<file path="src/rtl/shiftadd_pkg.sv">
// Shared definitions for the shift-add modular reduction slice: data widths,
// the operand-stage state encoding and the modulus class record consumed by
// the operand stage, the reducer and the eventual top level.
package shiftadd_pkg;

    localparam int unsigned OPERAND_WIDTH = 32;
    localparam int unsigned DATA_LENGTH   = 64;

    typedef enum logic [1:0] {
        IDLE,
        MUL,
        DONE
    } state_t;

    typedef struct packed {
        logic is_mersenne;
        logic is_fermat;
        logic invalid;
    } mod_class_t;

endpackage

</file>
<file path="src/rtl/shiftadd_mod_classify.sv">
// Combinational modulus classifier.
// Ports:
//   m_i     - modulus, zero-extended to DATA_LENGTH
//   m_bl_i  - bit length of m_i (MSB index + 1, 0 for m_i == 0)
//   class_o - {is_mersenne, is_fermat, invalid}
module shiftadd_mod_classify
    import shiftadd_pkg::*;
#(
    parameter int unsigned DATA_LENGTH = shiftadd_pkg::DATA_LENGTH
) (
    input  logic [DATA_LENGTH-1:0] m_i,
    input  logic [DATA_LENGTH-1:0] m_bl_i,
    output mod_class_t             class_o
);

    localparam logic [DATA_LENGTH-1:0] ONE = {{(DATA_LENGTH-1){1'b0}}, 1'b1};
    localparam logic [DATA_LENGTH-1:0] TWO = {{(DATA_LENGTH-2){1'b0}}, 2'b10};

    logic invalid;
    logic wide_enough;
    logic mers_raw;
    logic ferm_raw;

    always_comb begin
        invalid     = (m_i < TWO);
        wide_enough = (m_bl_i >= TWO);
        mers_raw    = (m_i == ((ONE << m_bl_i) - ONE));
        ferm_raw    = (m_i == ((ONE << (m_bl_i - ONE)) + ONE));

        class_o             = '0;
        class_o.invalid     = invalid;
        class_o.is_mersenne = !invalid && wide_enough && mers_raw;
        // m == 3 satisfies both equations; it is reported as Mersenne only.
        class_o.is_fermat   = !invalid && wide_enough && ferm_raw && !mers_raw;
    end

endmodule

</file>
<file path="src/rtl/shiftadd_operand_stage.sv">
// Operand front end for the shift-add reducer. Accepts (a, b, m) over a
// valid/ready handshake, forms x = a*b with a one-bit-per-cycle shift-add
// multiplier, measures the bit length of m and classifies it in the same
// fixed OPERAND_WIDTH cycles, then holds the reducer-facing result behind an
// output valid/ready handshake.
// Ports:
//   clk_i, rst_i              - clock, synchronous active-high reset
//   in_valid_i / in_ready_o   - operand request handshake
//   a_i, b_i, m_i             - multiplicand, multiplier, modulus
//   out_valid_o / out_ready_i - result handshake
//   x_o, m_o, m_bl_o          - product, modulus, modulus bit length
//   is_mersenne_o, is_fermat_o, mod_invalid_o - modulus class flags
module shiftadd_operand_stage
    import shiftadd_pkg::*;
#(
    parameter int unsigned OPERAND_WIDTH = shiftadd_pkg::OPERAND_WIDTH,
    parameter int unsigned DATA_LENGTH   = shiftadd_pkg::DATA_LENGTH
) (
    input  logic                     clk_i,
    input  logic                     rst_i,
    input  logic                     in_valid_i,
    output logic                     in_ready_o,
    input  logic [OPERAND_WIDTH-1:0] a_i,
    input  logic [OPERAND_WIDTH-1:0] b_i,
    input  logic [OPERAND_WIDTH-1:0] m_i,
    output logic                     out_valid_o,
    input  logic                     out_ready_i,
    output logic [DATA_LENGTH-1:0]   x_o,
    output logic [DATA_LENGTH-1:0]   m_o,
    output logic [DATA_LENGTH-1:0]   m_bl_o,
    output logic                     is_mersenne_o,
    output logic                     is_fermat_o,
    output logic                     mod_invalid_o
);

    localparam int unsigned CNT_W = $clog2(OPERAND_WIDTH);
    localparam int unsigned BL_W  = $clog2(OPERAND_WIDTH + 1);
    localparam int unsigned PAD_W = DATA_LENGTH - OPERAND_WIDTH;

    state_t                   state_q, state_d;
    logic [OPERAND_WIDTH-1:0] a_q, a_d;
    logic [OPERAND_WIDTH-1:0] mplr_q, mplr_d;
    logic [OPERAND_WIDTH-1:0] scan_q, scan_d;
    logic [OPERAND_WIDTH-1:0] m_q, m_d;
    logic [CNT_W-1:0]         cnt_q, cnt_d;
    logic [BL_W-1:0]          bl_q, bl_d;
    logic [DATA_LENGTH-1:0]   acc_q, acc_d;
    logic [DATA_LENGTH-1:0]   x_q, x_d;
    logic [DATA_LENGTH-1:0]   m_out_q, m_out_d;
    logic [DATA_LENGTH-1:0]   m_bl_q, m_bl_d;
    mod_class_t               class_q, class_d;

    logic [DATA_LENGTH-1:0]   a_ext;
    logic [DATA_LENGTH-1:0]   acc_next;
    logic [BL_W-1:0]          bl_next;
    logic [DATA_LENGTH-1:0]   m_ext;
    logic [DATA_LENGTH-1:0]   bl_ext;
    mod_class_t               class_next;

    // Classification sees the bit length including this cycle's scan step,
    // so the value captured on the final MUL cycle is complete.
    shiftadd_mod_classify #(
        .DATA_LENGTH (DATA_LENGTH)
    ) u_classify (
        .m_i     (m_ext),
        .m_bl_i  (bl_ext),
        .class_o (class_next)
    );

    always_comb begin
        a_ext    = {{PAD_W{1'b0}}, a_q};
        acc_next = mplr_q[0] ? (acc_q + (a_ext << cnt_q)) : acc_q;
        bl_next  = (scan_q != '0) ? (bl_q + BL_W'(1)) : bl_q;
        m_ext    = {{PAD_W{1'b0}}, m_q};
        bl_ext   = {{(DATA_LENGTH-BL_W){1'b0}}, bl_next};
    end

    always_comb begin
        state_d = state_q;
        a_d     = a_q;
        mplr_d  = mplr_q;
        scan_d  = scan_q;
        m_d     = m_q;
        cnt_d   = cnt_q;
        bl_d    = bl_q;
        acc_d   = acc_q;
        x_d     = x_q;
        m_out_d = m_out_q;
        m_bl_d  = m_bl_q;
        class_d = class_q;

        case (state_q)
            IDLE: begin
                if (in_valid_i) begin
                    a_d     = a_i;
                    mplr_d  = b_i;
                    scan_d  = m_i;
                    m_d     = m_i;
                    cnt_d   = '0;
                    bl_d    = '0;
                    acc_d   = '0;
                    state_d = MUL;
                end
            end
            MUL: begin
                acc_d  = acc_next;
                mplr_d = mplr_q >> 1;
                cnt_d  = cnt_q + CNT_W'(1);
                bl_d   = bl_next;
                if (scan_q != '0) begin
                    scan_d = scan_q >> 1;
                end
                if (cnt_q == CNT_W'(OPERAND_WIDTH - 1)) begin
                    x_d     = acc_next;
                    m_out_d = m_ext;
                    m_bl_d  = bl_ext;
                    class_d = class_next;
                    state_d = DONE;
                end
            end
            DONE: begin
                if (out_ready_i) begin
                    state_d = IDLE;
                end
            end
            default: state_d = IDLE;
        endcase
    end

    always_ff @(posedge clk_i) begin
        if (rst_i) begin
            state_q <= IDLE;
            a_q     <= '0;
            mplr_q  <= '0;
            scan_q  <= '0;
            m_q     <= '0;
            cnt_q   <= '0;
            bl_q    <= '0;
            acc_q   <= '0;
            x_q     <= '0;
            m_out_q <= '0;
            m_bl_q  <= '0;
            class_q <= '0;
        end else begin
            state_q <= state_d;
            a_q     <= a_d;
            mplr_q  <= mplr_d;
            scan_q  <= scan_d;
            m_q     <= m_d;
            cnt_q   <= cnt_d;
            bl_q    <= bl_d;
            acc_q   <= acc_d;
            x_q     <= x_d;
            m_out_q <= m_out_d;
            m_bl_q  <= m_bl_d;
            class_q <= class_d;
        end
    end

    // Handshake outputs depend on state only.
    assign in_ready_o    = (state_q == IDLE);
    assign out_valid_o   = (state_q == DONE);
    assign x_o           = x_q;
    assign m_o           = m_out_q;
    assign m_bl_o        = m_bl_q;
    assign is_mersenne_o = class_q.is_mersenne;
    assign is_fermat_o   = class_q.is_fermat;
    assign mod_invalid_o = class_q.invalid;

endmodule

</file>
<file path="config.mk">
export PLATFORM = sky130hd
export DESIGN_NAME = shiftadd_operand_stage
export DESIGN_NICKNAME = d
export VERILOG_FILES = /design/src/rtl/shiftadd_pkg.sv /design/src/rtl/shiftadd_mod_classify.sv /design/src/rtl/shiftadd_operand_stage.sv
export SDC_FILE = /design/constraint.sdc
export NUM_CORES = 1
export LEC_CHECK = 0
export ABC_AREA = 1
export CORE_ASPECT_RATIO = 1.75
export CORE_MARGIN = 2
export CORE_UTILIZATION = 35
export DETAILED_ROUTE_END_ITERATION = 8
export PLACE_DENSITY = 0.65
export RECOVER_POWER = 50
export SYNTH_ARGS = -nofsm -noshare
export SYNTH_HDL_FRONTEND = slang
export SYNTH_HIERARCHICAL = 1
export SYNTH_SLANG_ARGS = --single-unit
</file>
<file path="constraint.sdc">
create_clock -name clk_i -period 5.6 [get_ports clk_i]
set_clock_uncertainty 0.15 [all_clocks]
set_input_delay 0.84 -clock clk_i [delete_from_list [all_inputs] [get_ports clk_i]]
set_output_delay 0.84 -clock clk_i [all_outputs]
set_load 0.005 [all_outputs]
</file>
==> results.cfg, run 1 <==
[floorplanning]
rows = 141
initial_utilization = 0.353
fp.dieH_um = 389
die_x_um = 224
die-area_um2 = 87300
num_io_pins = 297
core_area_um2 = 84200

[global_route]
gr-total-overflow = 0
grtUsageTotal = 0.311
antenna_found_initial = 6
grt_pass1_vias = 33900
grt_pass1_wl_mm = 202
grt_max_degree = 141

[pwr]
peakVddDrop_uv = 234
power.density_nw_per_um2 = 175
p_leak_nw = 19.4

[placement]
io_buffers = 206
place.detailed.hpwl_mm = 115
post-place-ws_ns = 0.0364
place.gp.congestion = 1.06

[sta]
layout_worst_path_cycle_share = 0.955
layout_min_cycle_time_ns = 5.35
whs_ns = 0.322
maxSlewHeadroom = -1.46
tightest_slew_ns = 3.69
timing.fmax_mhz = 187
setup_violations = 0
hold_viol_final = 0
setup_slack_ns = 0.254
slew_violations = 251

[synth]
synthDistinctLibCells = 53
yosys.area.top_type = nand2_1
synth-async-reset-ratio = 0
synth.area.top_cells = nand2_1, dfxtp_1, nor2_1
synthFlopType = dfxtp_1
synth_edf_count = 0
synth_top_area_frac = 0.226
synth.most_common_cell = nand2_1
syn_avg_cell_area_um2 = 5.55
synth_warnings = 6
ys_seq_area_frac = 0.209
synthesis.instances = 5351
ys_seq_elements = 310
netlist_top_cells_count = nand2_1, nor2_1, inv_1, nand3_1, o21ai_0
syn_area_um2 = 29700

[flow_run]
maxCapViolations = 5

[clocking]
clkTransAtPathRegs_ns = 0.09
cts_root_buf = clkbuf_16
cts_max_path_buffers = 3
htree_levels = 2
clkLatencyLatePin_ns = 0.61
numClockSinks = 310
cts_made_buffers = 34
cts_tree = done

[detailed_routing]
via_count = 35100
drt_pass1_iterations = 5
drc = 0
ant_nets = 0
via_per_inst = 4.96
routed_wl_mm = 140
wl_per_cell_um = 19.7
drtIter0Drc = 1918

[worst_setup_path]
cp_slowest_cell = nand3b_1
reg2reg_to = is_fermat_o
critical_path.endpoint_type = flip-flop
crit_fanout = 8
endpoint = is_fermat_o
cp.arrival_ns = 5.74
critPathLaunch = scan_q[10]
cpPeakStageDelay_ns = 0.39
timing.critical_path.mode_cell = nor2_1
r2r_cells = 33
r2r_start = scan_q[10]
cp.required_ns = 6.00
crit_type = flip-flop to flip-flop
cp-start-kind = flip-flop
rrSetupSlack_ns = 0.25

[finish]
fillCellCount = 9317
finalNetCount = 6155
drive_gt1_frac = 0.0897
area_growth_pct = 23.5

[outcome]
violations = max-capacitance violations, max-slew violations
status = complete, but fails checks

[hold_path]
hold_path.class = flip-flop to flip-flop
[metrics by stage]
step | power [mW] | util | area (µm²) | TNS [ns] | std cells
2_1_floorplan | 3.36 | - | 31200 | 0 | 5764
3_3_place_gp | 3.82 | 0.419 | 35300 | -0.00418 | 7017
3_5_place_dp | 3.82 | 0.419 | 35300 | 0 | 7017
4_1_cts | 6.41 | 0.434 | 36500 | 0 | 7078
5_1_grt | 6.69 | 0.436 | 36700 | -0.0100 | 7081
6_report | 6.43 | 0.436 | 36700 | 0 | 7082
[sequential cells by signal (all words and copies together) (netlist names), 2 cells and up]
signal   flops
state_q      2
bl_q         6
mplr_q      32
m_bl_o       6
acc_q       64
m_q         32
cnt_q        5
a_q         32
m_o         32
scan_q      32
x_o         64
[what timing repair did]
item / in CTS / in global routing
hold buffers: 0 / 0
resized for setup: 0 / 42
setup buffers: 0 / 3
setup endpoints to repair: 0 / 2
[placed cells by master, fill, tap and decap left out, types with 68 or more instances in the layout]
master,Yosys,routed
xor2_1,72,70
o21ai_0,318,315
clkdlybuf4s50_1,0,100
nand3_1,344,344
nor2_1,699,691
a21oi_1,142,142
buf_4,96,261
nand2_1,1784,1782
conb_1,1,414
dfxtp_1,310,308
ha_1,70,68
inv_1,636,632
nand4_1,144,144
dlygate4sd3_1,0,105
[critical path: cells and delay by family, from the launching register on]
| family | cells | cell delay, ns |
|---|---|---|
| xor gates and xnor gates | 2 | 0.34 |
| DFF | 1 | 0.34 |
| adders and majority gates | 1 | 0.18 |
| buffers and inverters | 7 | 0.90 |
| and+or+nand+nor | 23 | 3.37 |
[worst min path at each step]
stage	start	to	slack, ns	depth (start not counted)
after global routing	mplr_q[1]	mplr_q[0]	0.35	2
after CTS	mplr_q[31]	mplr_q[31]	0.32	2
final	mplr_q[31]	mplr_q[31]	0.32	2
after detailed placement	mplr_q[31]	mplr_q[31]	0.31	2
after global placement	mplr_q[31]	mplr_q[31]	0.30	2
after floorplan	mplr_q[31]	mplr_q[31]	0.29	2
[cell families after synthesis]
| logic type | count (synthesis) | synth area share |
|---|---|---|
| AOI/OAI and AO/OA | 633 | 0.117 |
| xor gates and xnor gates | 111 | 0.0332 |
| adders and majority gates | 71 | 0.0302 |
| buffers and inverters | 962 | 0.136 |
| DFF | 310 | 0.209 |
| muxes | 25 | 0.00843 |
| other | 1 | 0.000126 |
| and+or+nand+nor | 3238 | 0.467 |
[area by class of cell]
type	count	area (µm²)	area share
multi-input combinational	4492	21200	0.578
antenna	1	2.50	0.0000682
clock inverter	21	330	0.00901
inverter	667	2510	0.0685
tap	1072	1340	0.0366
sequential	310	6210	0.169
clock buffer	40	903	0.0246
timing repair buffer	479	4180	0.114
[routing by layer]
layer,vias up,share of wire,track usage
li1,17700,-,-
met1,15700,0.32,0.280
met2,1161,0.51,0.576
met3,513,0.043,0.0405
met4,4,0.12,0.326
met5,-,0.00015,0
[power breakdown]
part	switching, mW	internal (mW)	leakage, nW
registers	0.113	2.31	2.53
logic	0.970	0.455	16.2
clock network	1.11	1.47	0.605
No activity file was read; power rests on OpenSTA's default activity.
==> run 2: changes to the inputs <==
Settings changed: PLACE_DENSITY 0.65 to 0.5.
==> results.cfg, run 2 (same netlist as run 1, synthesis figures left out) <==
[outcome]
status = complete, but fails checks
violations = max-capacitance violations, max-slew violations

[clocking]
cts_hold_buf = 0
htree_levels = 2
clkTransAtPathRegs_ns = 0.07
cts_tree = done
cts_root_buf = clkbuf_16
cts_max_path_buffers = 3
clkLatencyLatePin_ns = 0.58
cts_made_buffers = 36
numClockSinks = 310

[worst_setup_path]
cp_slowest_cell = ha_1
timing.critical_path.mode_cell = nor2_1
critical_path.endpoint_type = flip-flop
crit_fanout = 8
cp.required_ns = 5.91
cp-start-kind = flip-flop
cp.arrival_ns = 5.59
crit_type = flip-flop to flip-flop
cpPeakStageDelay_ns = 0.35

[detailed_routing]
drc = 0
wl_per_cell_um = 22.0
drtIter0Drc = 2232
routed_wl_mm = 158
drt_pass1_iterations = 6
ant_nets = 0
via_count = 35600
via_per_inst = 4.96

[floorplanning]
core_area_um2 = 84200
die-area_um2 = 87300
num_io_pins = 297
fp.dieH_um = 389
die_x_um = 224
initial_utilization = 0.353
rows = 141

[global_route]
antenna_found_initial = 5
grt_pass1_vias = 34400
gr-total-overflow = 0
grtUsageTotal = 0.355
grt_pass1_wl_mm = 224
grt_max_degree = 141

[placement]
place.gp.congestion = 1.02
io_buffers = 206
post-place-ws_ns = -0.0575
place.detailed.hpwl_mm = 130

[pwr]
p_leak_nw = 19.8
power.density_nw_per_um2 = 175
finalPower_mw = 6.54
peakVddDrop_uv = 286

[hold_path]
hold_path.class = flip-flop to flip-flop

[finish]
final_common_cell = nand2_1
finalNetCount = 6238
fin_util = 0.445
regArea_um2 = 6210
drive_gt1_frac = 0.105
area_growth_pct = 26.1
multiInputGateArea_um2 = 21300
fillCellCount = 9487
layout_common_cells = nand2_1, nor2_1, inv_1

[flow_run]
maxCapViolations = 6

[sta]
layout_min_cycle_time_ns = 5.27
hold_viol_final = 0
setup_slack_ns = 0.327
maxSlewHeadroom = -1.09
tightest_slew_ns = 3.13
timing.fmax_mhz = 190
setup_violations = 0
layout_worst_path_cycle_share = 0.942
fin_setup_tns_ns = 0
slew_violations = 359
[run 2: where the power goes]
group          switching [mW]  internal (mW)  total [mW]
Clock                    1.10           1.52        2.62
Sequential              0.112           2.31        2.42
Combinational            1.01          0.480        1.49
Total                    2.22           4.31        6.54
[run 2: layer usage]
layer	global-route usage	share of wire
met2	0.683	0.53
met1	0.303	0.31
met5	0	0.00019
met3	0.0488	0.039
met4	0.354	0.12
[run 2: per-stage QoR]
| step | instances | cell area [µm²] | hold WS, ns |
|---|---|---|---|
| after floorplan | 5764 | 31200 | 0.290 |
| after CTS | 7159 | 37200 | 0.323 |
| final | 7165 | 37400 | 0.317 |
| after global routing | 7164 | 37400 | 0.340 |
| after detailed placement | 7097 | 35900 | 0.312 |
| after global placement | 7097 | 35900 | 0.306 |
[run 2: worst paths after layout]
check	slack (ns)	end	start	cells after the start
max reg2reg	0.33	is_fermat_o	scan_q[6]	34
min	0.32	x_o[1]	x_o[1]	2
max	0.33	is_fermat_o	scan_q[6]	34
min reg2reg	0.32	x_o[1]	x_o[1]	2
[run 2: what timing repair did]
| item | 4_1_cts | 5_1_grt |
|---|---|---|
| pin swaps | 0 | 18 |
| endpoints found under the setup margin | 1 | 2 |
| setup buffers | 0 | 4 |
| resized for setup | 2 | 58 |
[run 2: layout make-up]
class / count / share of cell area
Multi-Input combinational cell: 4492 / 0.568
Sequential cell: 310 / 0.166
Timing Repair Buffer: 560 / 0.130
Inverter: 667 / 0.0671
Tap cell: 1072 / 0.0358
Clock buffer: 44 / 0.0259
Clock inverter: 18 / 0.00742
Antenna cell: 2 / 0.000134
[run 2: critical path, delay by kind of cell, from the launching register on]
family	cells	cell delay, ns
compound gates	1	0.20
flops	1	0.33
xor+xnor	1	0.20
simple gates	25	3.20
buf+inv	6	0.71
fa+ha+maj	1	0.35
==> run 3: changes to the inputs <==
Settings changed: CELL_PAD_IN_SITES_DETAIL_PLACEMENT from default to 0, CELL_PAD_IN_SITES_GLOBAL_PLACEMENT from default to 1, GPL_ROUTABILITY_DRIVEN from default to 0, PLACE_DENSITY 0.5 to 0.7, RECOVER_POWER 50 to 100.
==> results.cfg, run 3 (same netlist as run 1, synthesis figures left out) <==
[sta]
tightest_slew_ns = 3.24
layout_min_cycle_time_ns = 5.30
layout_worst_path_cycle_share = 0.947
fin_setup_tns_ns = 0
timing.fmax_mhz = 189
slew_violations = 405
setup_violations = 0
whs_ns = 0.323
maxSlewHeadroom = -1.16
hold_viol_final = 0

[worst_setup_path]
cp-start-kind = flip-flop
cp.arrival_ns = 5.63
cpPeakStageDelay_ns = 0.39
cp.required_ns = 5.93
critical_path.endpoint_type = flip-flop
timing.critical_path.mode_cell = nor2_1
cp_slowest_cell = nor2_1
crit_type = flip-flop to flip-flop
crit_fanout = 8

[clocking]
cts_max_path_buffers = 3
cts_hold_buf = 0
cts_root_buf = clkbuf_16
clkLatencyLatePin_ns = 0.59
clkTransAtPathRegs_ns = 0.06
numClockSinks = 310
htree_levels = 2
cts_made_buffers = 36
cts_tree = done

[floorplanning]
die-area_um2 = 87300
num_io_pins = 297
die_x_um = 224
core_area_um2 = 84200
rows = 141
fp.dieH_um = 389
initial_utilization = 0.353

[global_route]
grt_max_degree = 141
use_met1 = 0.294
met3_usage = 0.0329
grt_pass1_vias = 33600
grt_pass1_wl_mm = 198
gr-total-overflow = 0
grt_use_met2 = 0.566
grtUsageTotal = 0.300
antenna_found_initial = 5
busiest_layer = met2

[pwr]
p_leak_nw = 19.2
power.density_nw_per_um2 = 179
peakVddDrop_uv = 220

[detailed_routing]
wl_per_cell_um = 19.0
drc = 0
via_count = 34600
ant_nets = 0
via_per_inst = 4.91
routed_wl_mm = 134
drtIter0Drc = 2448
drt_pass1_iterations = 6

[placement]
io_buffers = 206
place.detailed.hpwl_mm = 109
placed_cell_area_um2 = 34800

[finish]
final_common_cell = nand2_1
drive_gt1_frac = 0.0844
layout_common_cells = nand2_1, nor2_1, inv_1
fin_util = 0.433
area_growth_pct = 22.7
finalNetCount = 6114
fillCellCount = 9517
fin_area_um2 = 36400

[outcome]
status = complete, but fails checks
violations = max-capacitance violations, max-slew violations

[hold_path]
hold_path.class = flip-flop to flip-flop

[flow_run]
maxCapViolations = 5
## run 3: cell types whose count changed in the layout (fill, tap and decap cells not counted), moves of 9 or more
cell     change
buf_12       -9
nand2_1      +9
nand3_2     -11
buf_4      -120
nand2_2      -9
nand3_1     +11
## run 3: repair_timing
item	CTS	global route
buffers inserted	0	11
setup endpoints to repair	0	2
gates resized for setup	0	82
## run 3: layout make-up
type | instances | area [µm²] | share of cell area
antenna | 5 | 12.5 | 0.000343
sequential | 310 | 6220 | 0.171
clock buffer | 42 | 983 | 0.0270
inverter | 667 | 2510 | 0.0690
clock inverter | 23 | 335 | 0.00921
tap | 1072 | 1340 | 0.0368
timing repair buffer | 435 | 3790 | 0.104
multi-input combinational | 4493 | 21200 | 0.583
## run 3: path summary, 6_finish.rpt
path	startpoint	endpoint	slack, ns	cells past startpoint
min	x_o[1]	x_o[1]	0.32	2
max reg2reg	scan_q[0]	is_fermat_o	0.30	32
max	scan_q[0]	is_fermat_o	0.30	32
min reg2reg	x_o[1]	x_o[1]	0.32	2
## run 3: layer usage
metal | wire length, µm | vias to the layer above
li1 | - | 17700
met1 | 47000 | 15500
met2 | 69300 | 1009
met3 | 5300 | 414
met4 | 12300 | 4
met5 | 28 | -
## run 3: report_power, final
| group | internal (mW) | switching [mW] |
|---|---|---|
| logic | 0.455 | 0.949 |
| registers | 2.31 | 0.121 |
| clock network | 1.60 | 1.09 |
| total | 4.37 | 2.16 |
## run 3: per-stage QoR
stage | instances | worst slack [ns] | power, mW
global placement | 6965 | 0.244 | 3.81
floorplan | 5764 | 0.461 | 3.36
detailed placement | 6965 | 0.223 | 3.81
CTS | 7030 | 0.191 | 6.54
global route | 7042 | -0.0734 | 6.84
finish | 7047 | 0.298 | 6.53
## run 3: critical path, delay by kind of cell (launching register included)
family	cells	cell delay, ns
xor+xnor	2	0.36
buf+inv	6	0.91
simple gates	24	3.42
flops	1	0.33
